`src/rtl/ksa.sv`:
```
// ARC4 key-scheduling stage: permutes the 256-byte S memory in place using a 3-byte key.
// Define KSA_INIT_EN to prepend the identity fill S[i]=i so the whole state setup is one block.
module ksa (
    input  logic        clk,
    input  logic        rst,
    input  logic        en,
    output logic        rdy,
    input  logic [23:0] key,
    output logic [7:0]  s_addr,
    input  logic [7:0]  s_rddata,
    output logic [7:0]  s_wrdata,
    output logic        s_wren
);

    localparam logic [3:0] ST_IDLE  = 4'd0;
`ifdef KSA_INIT_EN
    localparam logic [3:0] ST_FILL  = 4'd1;
`endif
    localparam logic [3:0] ST_RD_I  = 4'd2;
    localparam logic [3:0] ST_LAT_I = 4'd3;
    localparam logic [3:0] ST_RD_J  = 4'd4;
    localparam logic [3:0] ST_LAT_J = 4'd5;
    localparam logic [3:0] ST_WR_I  = 4'd6;
    localparam logic [3:0] ST_WR_J  = 4'd7;
    localparam logic [3:0] ST_DONE  = 4'd8;

    logic [3:0] r_state;
    logic       r_rdy;
    logic [7:0] r_i;
    logic [7:0] r_j;
    logic [7:0] r_si;
    logic [1:0] r_kIdx;
    logic [7:0] r_sAddr;
    logic [7:0] r_sWrdata;
    logic       r_sWren;

    logic [7:0] w_keyByte;
    logic [7:0] w_jNext;
    logic [7:0] w_iNext;

    always_comb begin
        w_keyByte = key[23:16];
        case (r_kIdx)
            2'd1:    w_keyByte = key[15:8];
            2'd2:    w_keyByte = key[7:0];
            default: w_keyByte = key[23:16];
        endcase
    end

    assign w_jNext = r_j + s_rddata + w_keyByte;
    assign w_iNext = r_i + 8'd1;

    // IDLE with rdy low is the one-cycle start slot between acceptance and the first memory access
    always_ff @(posedge clk or posedge rst) begin
        if (rst) begin
            r_state   <= ST_IDLE;
            r_rdy     <= 1'b1;
            r_i       <= 8'd0;
            r_j       <= 8'd0;
            r_si      <= 8'd0;
            r_kIdx    <= 2'd0;
            r_sAddr   <= 8'd0;
            r_sWrdata <= 8'd0;
            r_sWren   <= 1'b0;
        end else begin
            case (r_state)
                ST_IDLE: begin
                    if (r_rdy) begin
                        if (en) begin
                            r_rdy  <= 1'b0;
                            r_i    <= 8'd0;
                            r_j    <= 8'd0;
                            r_kIdx <= 2'd0;
                        end
                    end else begin
`ifdef KSA_INIT_EN
                        r_state   <= ST_FILL;
                        r_sAddr   <= 8'd0;
                        r_sWrdata <= 8'd0;
                        r_sWren   <= 1'b1;
`else
                        r_state   <= ST_RD_I;
                        r_sAddr   <= 8'd0;
`endif
                    end
                end
`ifdef KSA_INIT_EN
                ST_FILL: begin
                    if (r_i == 8'hFF) begin
                        r_i     <= 8'd0;
                        r_sAddr <= 8'd0;
                        r_sWren <= 1'b0;
                        r_state <= ST_RD_I;
                    end else begin
                        r_i       <= w_iNext;
                        r_sAddr   <= w_iNext;
                        r_sWrdata <= w_iNext;
                    end
                end
`endif
                ST_RD_I: begin
                    r_state <= ST_LAT_I;
                end
                ST_LAT_I: begin
                    r_si    <= s_rddata;
                    r_j     <= w_jNext;
                    r_sAddr <= w_jNext;
                    r_state <= ST_RD_J;
                end
                ST_RD_J: begin
                    r_state <= ST_LAT_J;
                end
                // The write-data register doubles as the sj holding register
                ST_LAT_J: begin
                    r_sAddr   <= r_i;
                    r_sWrdata <= s_rddata;
                    r_sWren   <= 1'b1;
                    r_state   <= ST_WR_I;
                end
                ST_WR_I: begin
                    r_sAddr   <= r_j;
                    r_sWrdata <= r_si;
                    r_state   <= ST_WR_J;
                end
                ST_WR_J: begin
                    r_sWren <= 1'b0;
                    if (r_i == 8'hFF) begin
                        r_state <= ST_DONE;
                    end else begin
                        r_i     <= w_iNext;
                        r_sAddr <= w_iNext;
                        r_kIdx  <= (r_kIdx == 2'd2) ? 2'd0 : r_kIdx + 2'd1;
                        r_state <= ST_RD_I;
                    end
                end
                ST_DONE: begin
                    r_rdy   <= 1'b1;
                    r_state <= ST_IDLE;
                end
                default: begin
                    r_rdy   <= 1'b1;
                    r_sWren <= 1'b0;
                    r_state <= ST_IDLE;
                end
            endcase
        end
    end

    assign rdy      = r_rdy;
    assign s_addr   = r_sAddr;
    assign s_wrdata = r_sWrdata;
    assign s_wren   = r_sWren;

endmodule

```
`config.mk`:
```
export PLATFORM = sky130hd
export DESIGN_NAME = ksa
export DESIGN_NICKNAME = d
export VERILOG_FILES = /design/src/rtl/ksa.sv
export SDC_FILE = /design/constraint.sdc
export NUM_CORES = 1
export LEC_CHECK = 0
export CAP_MARGIN = 15
export CORE_MARGIN = 2
export CORE_UTILIZATION = 55
export CTS_CLUSTER_DIAMETER = 40
export DETAILED_ROUTE_END_ITERATION = 16
export PLACE_DENSITY = 0.81
export SYNTH_ARGS = -nofsm -noshare
export SYNTH_HDL_FRONTEND = slang
export SYNTH_SLANG_ARGS = --single-unit
```
`constraint.sdc`:
```
create_clock -name clk -period 8.1 [get_ports clk]
set_clock_uncertainty 0.2 [all_clocks]
set_input_delay 1.62 -clock clk [delete_from_list [all_inputs] [get_ports clk]]
set_output_delay 1.62 -clock clk [all_outputs]
set_load 0.005 [all_outputs]
```
=== Yosys cells after proc, flatten, opt, wreduce, memory -nomap -nowiden ===
Cells that the tools add are included.
W data, S select, Z words.

* Multiplexer cells: 21
* Reductions and logical operators: 10
* Add/sub/neg operators: 4
* Equality and inequality tests: 14

{| class="wikitable"
|+ Operator list
! operator !! count
|-
| $pmux W8 S2 || 4
|-
| $pmux W8 S5 || 1
|-
| $mux W8 || 4
|-
| $pmux W4 S7 || 1
|-
| $add A8 B8 Y8 || 2
|-
| $eq A4 B3 Y1 const B || 4
|-
| $reduce_or A6 Y1 || 2
|-
| $add A8 B1 Y8 const B || 1
|-
| $eq A4 B2 Y1 const B || 2
|-
| $eq A8 B8 Y1 const B || 1
|-
| $mux W2 || 4
|-
| $mux W4 || 2
|-
| $ne A2 B2 Y1 const B || 4
|-
| $reduce_and A3 Y1 || 2
|-
| $reduce_bool A2 Y1 || 3
|-
| $reduce_bool A5 Y1 || 1
|-
| $eq A4 B4 Y1 const B || 1
|-
| $logic_not A4 Y1 || 1
|-
| $pmux W1 S2 || 2
|-
| $pmux W2 S2 || 1
|-
| $reduce_and A4 Y1 || 1
|-
| $add A2 B1 Y2 const B || 1
|-
| $eq A2 B1 Y1 const B || 1
|-
| $eq A2 B2 Y1 const B || 1
|-
| $mux W1 || 2
|}

* Output and inout bits: 18
* Register bits after elaboration: 48
* Word-level logic and storage cells: 58
* Input port bits: 35

=== Longest topological paths before layout ===
Gate-level depths: netlist of the first run.

* Word-level depth: 4
* Depth in mapped cells: 16
* Depth with buffers taken out: 15

=== Worst setup path after synthesis of the first run ===
OpenSTA, ideal clock, no wires.

* Kind: input to register
* Start point: in key[1]
* End point: reg r_sAddr[7], in the netlist s_addr[7]
* Data arrival time: 3.627 ns
* Cell stages on the path: 13
* Path buffers: 0
* Required time: 7.761 ns
* Library setup time: 0.139 ns
* Path slack: 4.134 ns
* Cell sequence: a22oi_1 -> nand2_1 -> o21ai_0 -> fa_1 -> inv_1 -> ha_1 -> inv_1 -> fa_1 -> nor2b_1 -> o31a_1 -> o22ai_1 -> xnor2_1 -> o221ai_1

* Cells in the longest elaborated chain, start to end: 3

{| class="wikitable"
|+ RTL lines
! element !! line !! source
|-
| from (decl) || 8 || <nowiki>input logic [23:0] key,</nowiki>
|-
| $pmux W8 S2 || 43 || <nowiki>case (r_kIdx)</nowiki>
|-
| $add A8 B8 Y8 || 50 || <nowiki>assign w_jNext = r_j + s_rddata + w_keyByte;</nowiki>
|-
| $pmux W8 S5 || 66 || <nowiki>case (r_state)</nowiki>
|-
| to (signal assigned) || 107 || <nowiki>r_sAddr <= w_jNext;</nowiki>
|-
| to (signal assigned) || 115 || <nowiki>r_sAddr <= r_i;</nowiki>
|-
| to (signal assigned) || 121 || <nowiki>r_sAddr <= r_j;</nowiki>
|-
| to (decl) || 33 || <nowiki>logic [7:0] r_sAddr;</nowiki>
|}

No other way between the ends.
A chain may end at the register's enable or synchronous reset.

=== Worst setup path in the final report of the first run ===
* Start point: in key[1]
* End point: reg r_sAddr[5], in the netlist s_addr[5]

The elaborated chain is that of the path after synthesis.

==> flow_summary.json, run 1 <==
{
  "first_global_vias": 2474,
  "drt-vias-per-instance": 5.91,
  "synth_compound_gate_area_share_pct": 18.5,
  "post_synth_mux_area_share_pct": 2.76,
  "critical_path.n_buffers_inverters": 3,
  "cts_hold_buf": 0,
  "ir_worst_vdd_uv": 191,
  "layout_worst_path_cycle_share_pct": 53.9,
  "synthArstFlopShare_pct": 100,
  "post_route_cells_drive_above_1_share_pct": 4.79,
  "status": "finished, final reports clean",
  "postLayoutCoreUtil_pct": 69.7,
  "synth_edf_count": 0,
  "drc": 0,
  "clock-sinks": 48,
  "globalRouteTotalUtil_pct": 25.4,
  "dr.pass1.iters": 5,
  "clock_latency_ns": 0.31,
  "timing.critical_path.fanout_max": 2,
  "num_rows": 26,
  "critical_path.top_delay_family": "adder cells",
  "synthesis.area_mm2": 0.00294,
  "grt_pass1_wl_um": 12100,
  "place.gp.congestion": 0.861,
  "hold_viol_final": 0,
  "endpoint_required_time_on_the_critical_path_ns": 8.14,
  "finalPower_uw": 708,
  "max_freq_mhz": 229,
  "synthDistinctLibCells": 51,
  "yosys.area_share.adder_pct": 9.69,
  "synth_warnings": 0,
  "cpPeakStageDelay_ns": 0.46,
  "clk_pin_slew_ns": 0.10,
  "floorplan.initialDensity_pct": 57.3,
  "tightest_slew_ns": 0.990,
  "number_of_buffers_inserted_during_clock_tree_synthesis": 5,
  "critical_path.cell_chain": "clkdlybuf4s50_1, a22oi_1, nand2_1, o21ai_0, fa_1, inv_1, ha_1, inv_1, fa_1, nor2b_1, o21ai_0, a211oi_1, a211oi_1, o21ai_1",
  "criticalPathCategory": "in2reg",
  "cellPowerDensity_mw_per_mm2": 197,
  "num_antenna_cells": 0,
  "cts_buffer_depth": 2,
  "timing.final.max_slew_violations": 0,
  "netlist_instances": 333,
  "critical_path_data_arrival_time_ns": 4.41,
  "dp.final_hpwl_um": 5430,
  "clock_tree.htree_level_count": 2,
  "drv.max_cap_violation_count": 0,
  "timing.slew.headroom_pct": 33.6,
  "total_nets_after_synthesis": 386,
  "reg2reg_from": "r_kIdx[1]",
  "leakage_dissipation_nw": 1.58,
  "post_cts_buffers": 0,
  "synthXorXnorAreaFrac_pct": 3.87,
  "port_buffers": 52,
  "synthTopCellsByArea": "sky130_fd_sc_hd__dfrtp_1 40%, sky130_fd_sc_hd__nand2_1 7.8%, sky130_fd_sc_hd__o21ai_0 5.8%",
  "yosysTopAreaCellShare_pct": 40.0,
  "grt_overflow_total": 0,
  "syn_to_final_growth_pct": 21.8,
  "critPathCaptureType": "register",
  "dominant_combinational_cell_family_by_area_after_synthesis": "simple AND/OR/NAND/NOR gates",
  "die-area_mm2": 0.00595,
  "average_footprint_of_a_synthesized_cell_um2": 8.84,
  "whs_ns": 0.284,
  "route.detailed.wl_per_inst_um": 16.4,
  "hold_path_class": "reg2reg",
  "min_from": "r_si[5]",
  "grt_antenna_before_repair": 0,
  "dr_total_vias": 2634,
  "dieWidth_um": 77.1,
  "boundaryPins": 53,
  "clock_tree_from_tritoncts": "built",
  "synth_area_leader_cell": "sky130_fd_sc_hd__dfrtp_1",
  "die_height_um": 77.1,
  "largest_net_degree_at_the_start_of_global_routing": 49,
  "final_period_minus_worst_setup_slack_ns": 4.37,
  "drtAntennaViolNets": 0,
  "rsz0062_at_grt": "false",
  "total_setup_violations_reported_at_the_end_of_the_flow": 0,
  "nNetsFinal": 428,
  "area_fraction_in_and_or_nand_and_nor_cells_after_synthesis_pct": 19.7,
  "tns_ns": 0,
  "root_buffer": "sky130_fd_sc_hd__clkbuf_8",
  "worstSetupStartpoint": "key[1]",
  "slowest_cell_on_the_critical_path": "sky130_fd_sc_hd__fa_1",
  "post_cts.resized_instances": 0,
  "synth-main-ff-cell": "sky130_fd_sc_hd__dfrtp_1",
  "core_area_mm2": 0.00514,
  "postRouteWirelength_um": 7310,
  "synth-seq-area-share_pct": 40.9,
  "yosys_register_bits": 48,
  "drt_first_iter_violations": 203,
  "timing.critical_path.from_type": "input pin"
}
==> layout make-up <==
type / count / area (um^2)
Clock buffer: 6 / 82.6
Clock inverter: 2 / 15.0
Fill cell: 432 / 1560
Inverter: 15 / 56.3
Multi-Input combinational cell: 252 / 1610
Sequential cell: 48 / 1200
Tap cell: 70 / 87.6
Timing Repair Buffer: 53 / 528
==> layout by cell type (no fill, tap or decap), types with 2 or more instances in the layout <==
master	netlist	final
sky130_fd_sc_hd__ha_1	10	10
sky130_fd_sc_hd__xor2_1	5	5
sky130_fd_sc_hd__inv_1	15	14
sky130_fd_sc_hd__a31oi_1	2	2
sky130_fd_sc_hd__nand3_1	11	11
sky130_fd_sc_hd__a22o_1	5	5
sky130_fd_sc_hd__nand4_1	3	3
sky130_fd_sc_hd__o21ai_1	2	2
sky130_fd_sc_hd__nor4_1	2	2
sky130_fd_sc_hd__a211oi_1	2	2
sky130_fd_sc_hd__dfrtp_1	47	47
sky130_fd_sc_hd__fa_1	8	8
sky130_fd_sc_hd__nor3_1	3	3
sky130_fd_sc_hd__clkinvlp_4	0	2
sky130_fd_sc_hd__clkdlybuf4s50_1	0	52
sky130_fd_sc_hd__a211o_1	2	2
sky130_fd_sc_hd__o21ai_0	34	34
sky130_fd_sc_hd__a22oi_1	12	12
sky130_fd_sc_hd__a21o_1	3	3
sky130_fd_sc_hd__a222oi_1	2	2
sky130_fd_sc_hd__nand2_1	61	61
sky130_fd_sc_hd__clkbuf_8	0	6
sky130_fd_sc_hd__a21oi_1	11	11
sky130_fd_sc_hd__nor2_1	29	29
sky130_fd_sc_hd__xnor2_1	8	8
sky130_fd_sc_hd__mux2i_1	7	7
sky130_fd_sc_hd__or2_2	2	2
sky130_fd_sc_hd__nor2b_1	6	6
==> worst min-delay path: stages (launching register included) <==
cell and delay [ns]:
sky130_fd_sc_hd__dfrtp_1 0.35, sky130_fd_sc_hd__nand2_1 0.05, sky130_fd_sc_hd__nand2_1 0.05
==> cells by family (layout without fill, tap and decap cells) <==
kind of cell    count (synthesis)  after routing
fa+ha+maj                      18             18
mux                             8              8
buf+inv                        33             76
xor+xnor                       13             13
compound gates                 85             85
simple gates                  128            128
flops                          48             48
==> report_power, final <==
part	internal (mW)	switching, mW
clock network	0.0692	0.0850
logic	0.133	0.129
registers	0.264	0.0284
total	0.466	0.242
==> flip-flops by register name (all words and copies together) (netlist names) <==
signal,count
r_j,8
rdy,1
r_kIdx,2
s_wrdata,8
s_wren,1
r_si,8
s_addr,8
r_state,4
r_i,8
==> path summary, 6_finish.rpt <==
path                               to  slack [ns]  cells past startpoint
hold / removal                r_si[5]        0.28                      2
max in group asynchronous   s_addr[6]        5.43                      2
setup / recovery            s_addr[5]        3.73                     14
setup reg to reg            s_addr[5]        4.57                     14
min in group asynchronous  r_state[0]        1.65                      2
hold reg to reg               r_si[5]        0.28                      2
==> through the flow <==
step	cell area (um^2)	worst slack (ns)	cells
after floorplan	2940	4.13	333
after global placement	3490	3.57	438
after detailed placement	3490	3.46	438
after CTS	3580	3.78	446
after global routing	3580	3.51	446
final	3580	3.73	446
==> synthesized netlist by cell type, drive strengths merged (5+ instances only) <==
library cell   n
dfrtp         47
a21oi         11
xor2           5
nand2         61
nand3         11
clkbuf        11
a22oi         12
buf            7
xnor2          8
a22o           5
ha            10
o21ai         36
nor2          30
mux2i          7
inv           15
fa             8
nor2b          6
==> layer usage <==
| metal | global-route usage, % | vias to the layer above | part of all wire, % |
|---|---|---|---|
| li1 | - | 1249 | - |
| met1 | 35.7 | 1282 | 45 |
| met2 | 40.0 | 92 | 49 |
| met3 | 5.41 | 11 | 5.1 |
| met4 | 6.79 | 0 | 1.4 |
| met5 | 0 | - | 0 |
Note: power is estimated with default switching activity, not from simulation.
==> run 2, diff against run 1 <==
--- a/config.mk
+++ b/config.mk
@@ -7,10 +7,10 @@
 export LEC_CHECK = 0
 export CAP_MARGIN = 15
 export CORE_MARGIN = 2
-export CORE_UTILIZATION = 55
+export CORE_UTILIZATION = 53
 export CTS_CLUSTER_DIAMETER = 40
 export DETAILED_ROUTE_END_ITERATION = 16
-export PLACE_DENSITY = 0.81
+export PLACE_DENSITY = 0.78
 export SYNTH_ARGS = -nofsm -noshare
 export SYNTH_HDL_FRONTEND = slang
 export SYNTH_SLANG_ARGS = --single-unit
==> constraint.sdc (replaced) <==
create_clock -name clk -period 4.1 [get_ports clk]
set_clock_uncertainty 0.2 [all_clocks]
set_input_delay 0.82 -clock clk [delete_from_list [all_inputs] [get_ports clk]]
set_output_delay 0.82 -clock clk [all_outputs]
set_load 0.005 [all_outputs]
==> flow_summary.json, run 2 (synthesis results as in run 1) <==
{
  "cts_hold_buf": 0,
  "grt_pass1_wl_um": 12200,
  "timing.critical_path.fanout_max": 2,
  "floorplan.initialDensity_pct": 54.1,
  "regToRegEndpoint": "s_addr[7]",
  "max_freq_mhz": 280,
  "cts_buffer_depth": 2,
  "root_buffer": "sky130_fd_sc_hd__clkbuf_8",
  "drtAntennaViolNets": 0,
  "largest_net_degree_at_the_start_of_global_routing": 49,
  "whs_ns": 0.281,
  "most_frequent_cells_in_the_layout": "61 x sky130_fd_sc_hd__nand2_1, 52 x sky130_fd_sc_hd__clkdlybuf4s50_1, 47 x sky130_fd_sc_hd__dfrtp_1",
  "timing.final.max_slew_violations": 0,
  "clk_pin_slew_ns": 0.09,
  "pwr-share-clk_pct": 21.6,
  "post_cts.resized_instances": 0,
  "dr_total_vias": 2586,
  "multi_input_comb_area_mm2": 0.00161,
  "ir_worst_vdd_uv": 343,
  "hold_viol_final": 0,
  "syn_to_final_growth_pct": 22.5,
  "critPathCaptureType": "register",
  "finalWorstSetupSlack_ns": 0.531,
  "use_met2_pct": 39.2,
  "worst_r2r_path_depth": 13,
  "status": "finished, final reports clean",
  "num_antenna_cells": 0,
  "grt_most_used_layer": "met2",
  "global_route_met1_utilization_pct": 34.7,
  "globalRouteTotalUtil_pct": 24.9,
  "clock-sinks": 48,
  "port_buffers": 52,
  "dieWidth_um": 78.5,
  "nNetsFinal": 429,
  "core_area_mm2": 0.00544,
  "clock_tree.htree_level_count": 2,
  "min_path_cells": 2,
  "critical_path_data_arrival_time_ns": 3.53,
  "leakage_dissipation_nw": 1.59,
  "cellPowerDensity_mw_per_mm2": 386,
  "tightest_slew_ns": 0.982,
  "criticalPathCategory": "in2reg",
  "clock_tree_from_tritoncts": "built",
  "route.detailed.wl_per_inst_um": 15.7,
  "layout.cells.most_common": "sky130_fd_sc_hd__nand2_1",
  "post_cts_buffers": 0,
  "flop_pwr_share_pct": 41.3,
  "num_rows": 27,
  "grt_antenna_before_repair": 0,
  "place.gp.congestion": 0.844,
  "rsz0062_at_grt": "false",
  "rrSetupSlack_ns": 0.55,
  "die_height_um": 78.5,
  "timing.critical_path.from_type": "input pin",
  "post_route_cells_drive_above_1_share_pct": 5.04,
  "total_setup_violations_reported_at_the_end_of_the_flow": 0,
  "fillers": 464,
  "boundaryPins": 53,
  "clock_latency_ns": 0.30,
  "comb_power_share_pct": 37.1,
  "preCtsSetupSlack_ns": 0.239,
  "timing.slew.headroom_pct": 34.1,
  "drc": 0,
  "drt-vias-per-instance": 5.76,
  "tns_ns": 0,
  "total_switching_power_uw": 471,
  "dp.final_hpwl_um": 5250,
  "met3_usage_pct": 4.94,
  "layout_worst_path_cycle_share_pct": 87.0,
  "drt_first_iter_violations": 185,
  "dr.pass1.iters": 4,
  "hold_path_class": "reg2reg",
  "worst_hold_path.endpoint": "r_si[7]",
  "endpoint_required_time_on_the_critical_path_ns": 4.07,
  "power.internal_uw": 921,
  "min_from": "r_si[7]",
  "number_of_buffers_inserted_during_clock_tree_synthesis": 5,
  "reg2reg_from": "r_kIdx[0]",
  "postRouteWirelength_um": 7040,
  "switching_part_of_the_total_pct": 33.9,
  "drv.max_cap_violation_count": 0,
  "regArea_mm2": 0.00120,
  "first_global_vias": 2554,
  "die-area_mm2": 0.00616,
  "grt_overflow_total": 0,
  "final_period_minus_worst_setup_slack_ns": 3.57
}
[run 2: power groups by stage]
stage | clock network, mW | registers (mW) | logic [mW]
2_1_floorplan | 0 | 0.566 | 0.381
3_3_place_gp | 0 | 0.581 | 0.479
3_5_place_dp | 0 | 0.581 | 0.510
4_1_cts | 0.306 | 0.572 | 0.513
5_1_grt | 0.331 | 0.580 | 0.578
6_report | 0.301 | 0.575 | 0.516
[run 2: metal layers]
metal / routed length, um / share of wire (%)
met1: 3130 / 44
met2: 3340 / 47
met3: 437 / 6.2
met4: 128 / 1.8
met5: 0 / 0
[run 2: layout make-up]
cell class                 count  share of cell area (%)
clock buffer                   6                    2.29
clock inverter                 2                   0.416
inverter                      15                    1.56
multi-input combinational    252                    44.7
sequential                    48                    33.3
tap                           72                    2.50
timing repair buffer          54                    15.2
[run 2: worst max-delay path: stages]
cell and delay [ns]:
sky130_fd_sc_hd__clkdlybuf4s50_1 0.39, sky130_fd_sc_hd__a22oi_1 0.18, sky130_fd_sc_hd__nand2_1 0.07, sky130_fd_sc_hd__o21ai_0 0.12, sky130_fd_sc_hd__fa_1 0.46, sky130_fd_sc_hd__inv_1 0.08
sky130_fd_sc_hd__ha_1 0.17, sky130_fd_sc_hd__inv_1 0.06, sky130_fd_sc_hd__fa_1 0.40, sky130_fd_sc_hd__nor2b_1 0.19, sky130_fd_sc_hd__o31a_1 0.18, sky130_fd_sc_hd__o22ai_1 0.10
sky130_fd_sc_hd__xnor2_1 0.19, sky130_fd_sc_hd__o221ai_1 0.13
[run 2: worst max-delay path by stage]
stage,from,end,slack [ns],depth (start not counted)
floorplan,r_kIdx[0],s_addr[7],0.78,16
global placement,key[1],s_addr[7],0.36,14
detailed placement,key[1],s_addr[7],0.24,14
CTS,key[1],s_addr[7],0.55,14
global route,r_kIdx[0],s_addr[7],0.33,14
finish,key[1],s_addr[7],0.53,14
[run 2: per-stage QoR]
stage | instances | power (mW) | utilization, % | cell area (um^2)
5_1_grt | 449 | 1.49 | 66.3 | 3610
3_5_place_dp | 440 | 1.09 | 64.1 | 3490
6_report | 449 | 1.39 | 66.3 | 3610
3_3_place_gp | 440 | 1.06 | 64.1 | 3490
2_1_floorplan | 333 | 0.947 | - | 2940
4_1_cts | 448 | 1.39 | 65.9 | 3590
==> run 3, diff against run 2 <==
--- a/config.mk
+++ b/config.mk
@@ -11,6 +11,7 @@
 export CTS_CLUSTER_DIAMETER = 40
 export DETAILED_ROUTE_END_ITERATION = 16
 export PLACE_DENSITY = 0.78
+export RECOVER_POWER = 100
 export SYNTH_ARGS = -nofsm -noshare
 export SYNTH_HDL_FRONTEND = slang
 export SYNTH_SLANG_ARGS = --single-unit
==> flow_summary.json, run 3 (synthesis results as in run 1) <==
{
  "place.gp.congestion": 0.844,
  "postRouteWirelength_um": 7030,
  "post_cts_buffers": 0,
  "hold_viol_final": 0,
  "drc": 0,
  "multi_input_comb_area_mm2": 0.00160,
  "tightest_slew_ns": 1.90,
  "root_buffer": "sky130_fd_sc_hd__clkbuf_8",
  "clock-sinks": 48,
  "critical_path.top_delay_family": "adder cells",
  "cpPeakStageDelay_ns": 0.46,
  "dpl.cell_count": 440,
  "worstSetupStartpoint": "key[1]",
  "critical_path_data_arrival_time_ns": 3.54,
  "ir_worst_vdd_uv": 341,
  "cts_hold_buf": 0,
  "num_rows": 27,
  "boundaryPins": 53,
  "route.detailed.wl_per_inst_um": 15.7,
  "globalRouteTotalUtil_pct": 24.9,
  "cellPowerDensity_mw_per_mm2": 386,
  "final_instance_count_without_filler_cells": 449,
  "layout_worst_path_cycle_share_pct": 87.2,
  "clk_pin_slew_ns": 0.09,
  "drv.max_cap_violation_count": 2,
  "core_area_mm2": 0.00544,
  "violations_in_the_final_reports": "max-capacitance violations, max-slew violations",
  "post_cts.resized_instances": 0,
  "drt-vias-per-instance": 5.76,
  "dieWidth_um": 78.5,
  "cts_buffer_depth": 2,
  "layout.cells.most_common": "sky130_fd_sc_hd__nand2_1",
  "timing.slew.headroom_pct": -26.7,
  "timing.final.max_slew_violations": 43,
  "grt_antenna_before_repair": 0,
  "syn_to_final_growth_pct": 21.9,
  "max_freq_mhz": 280,
  "drt_first_iter_violations": 184,
  "power.internal_uw": 917,
  "largest_net_degree_at_the_start_of_global_routing": 49,
  "criticalPathCategory": "in2reg",
  "flop_pwr_share_pct": 41.5,
  "hold_path_class": "reg2reg",
  "fillers": 465,
  "regArea_mm2": 0.00120,
  "clock_latency_ns": 0.30,
  "port_buffers": 52,
  "rsz0062_at_grt": "false",
  "tns_ns": 0,
  "nNetsFinal": 429,
  "die_height_um": 78.5,
  "reg2reg_from": "r_kIdx[0]",
  "clock_tree_from_tritoncts": "built",
  "num_antenna_cells": 0,
  "dp.final_hpwl_um": 5250,
  "rrSetupSlack_ns": 0.54,
  "critPathCaptureType": "register",
  "post_route_cells_drive_above_1_share_pct": 3.45,
  "floorplan.initialDensity_pct": 54.1,
  "most_frequent_cells_in_the_layout": "61 x sky130_fd_sc_hd__nand2_1, 47 x sky130_fd_sc_hd__dfrtp_1, 36 x sky130_fd_sc_hd__o21ai_0",
  "postLayoutCoreUtil_pct": 66.0,
  "switching_part_of_the_total_pct": 33.8,
  "regToRegEndpoint": "s_addr[7]",
  "first_global_vias": 2554,
  "status": "complete, but fails checks",
  "final_period_minus_worst_setup_slack_ns": 3.57,
  "worst_r2r_path_depth": 13,
  "drtAntennaViolNets": 0,
  "pwr-share-clk_pct": 21.6,
  "total_switching_power_uw": 468,
  "timing.critical_path.fanout_max": 2,
  "critical_path.cell_chain": "clkdlybuf4s50_1, a22oi_1, nand2_1, o21ai_0, fa_1, inv_1, ha_1, inv_1, fa_1, nor2b_1, o31a_1, o22ai_1, xnor2_1, o221ai_1",
  "grt_pass1_wl_um": 12200,
  "dr.pass1.iters": 4,
  "dr_total_vias": 2585,
  "leakage_dissipation_nw": 1.58,
  "critical_path.n_buffers_inverters": 3,
  "total_setup_violations_reported_at_the_end_of_the_flow": 0,
  "worstSetupEndpoint": "s_addr[7]",
  "die-area_mm2": 0.00616,
  "endpoint_required_time_on_the_critical_path_ns": 4.06,
  "comb_power_share_pct": 36.9,
  "timing.critical_path.from_type": "input pin",
  "number_of_buffers_inserted_during_clock_tree_synthesis": 5,
  "slowest_cell_on_the_critical_path": "sky130_fd_sc_hd__fa_1",
  "grt_overflow_total": 0,
  "worstSetupPathDepth": 14,
  "clock_tree.htree_level_count": 2
}
run 3: cell types whose count changed in the layout (fill, tap and decap cells not counted), moves of 2 or more:
cell / before / now
sky130_fd_sc_hd__o21ai_1: 2 / 0
sky130_fd_sc_hd__o21ai_0: 34 / 36
sky130_fd_sc_hd__dlygate4sd3_1: 0 / 18
sky130_fd_sc_hd__clkdlybuf4s50_1: 52 / 34
run 3: worst min-delay path by stage:
stage / startpoint / end / slack [ns] / cells past startpoint
floorplan: r_si[0] / r_si[0] / 0.25 / 2
global placement: r_si[2] / r_si[2] / 0.26 / 2
detailed placement: r_si[5] / r_si[5] / 0.26 / 2
CTS: r_si[5] / r_si[5] / 0.29 / 2
global route: r_si[7] / r_si[7] / 0.31 / 2
finish: s_addr[0] / s_addr[0] / 0.28 / 2
run 3: area by class of cell:
| cell class | count | area share, % |
|---|---|---|
| well taps | 72 | 2.51 |
| multi-input cells | 252 | 44.6 |
| inverters | 15 | 1.57 |
| clock buffers | 6 | 2.30 |
| flip-flops and latches | 48 | 33.5 |
| repair buffers | 54 | 15.1 |
| clock inverters | 2 | 0.418 |
run 3: per-stage QoR:
step	setup WS (ns)	hold WS, ns	total power [mW]	instance area (um^2)
2_1_floorplan	0.776	0.245	0.947	2940
3_3_place_gp	0.361	0.257	1.06	3490
3_5_place_dp	0.239	0.262	1.09	3490
4_1_cts	0.546	0.286	1.39	3590
5_1_grt	0.331	0.307	1.48	3590
6_report	0.525	0.279	1.38	3590
run 3: layer usage:
| layer | track usage (%) | wire (um) | part of all wire (%) |
|---|---|---|---|
| met5 | 0 | 0 | 0 |
| met4 | 7.54 | 131 | 1.9 |
| met3 | 4.94 | 380 | 5.4 |
| met2 | 39.2 | 3350 | 48 |
| met1 | 34.7 | 3170 | 45 |
run 3: power groups by stage:
stage / sequential, mW / combinational (mW) / clock (mW)
5_1_grt: 0.580 / 0.575 / 0.331
3_5_place_dp: 0.581 / 0.510 / 0
2_1_floorplan: 0.566 / 0.381 / 0
6_report: 0.574 / 0.511 / 0.300
3_3_place_gp: 0.581 / 0.479 / 0
4_1_cts: 0.572 / 0.513 / 0.306
run 3: worst register-to-register path: cells and delay by family, from the launching register on:
kind,cells,cell delay [ns]
AO/OA/AOI/OAI,4,0.62
AND/OR/NAND/NOR,1,0.19
flip-flops,1,0.38
buffers and inverters,3,0.22
adder cells (fa/ha/maj),4,1.61
XOR/XNOR,1,0.19
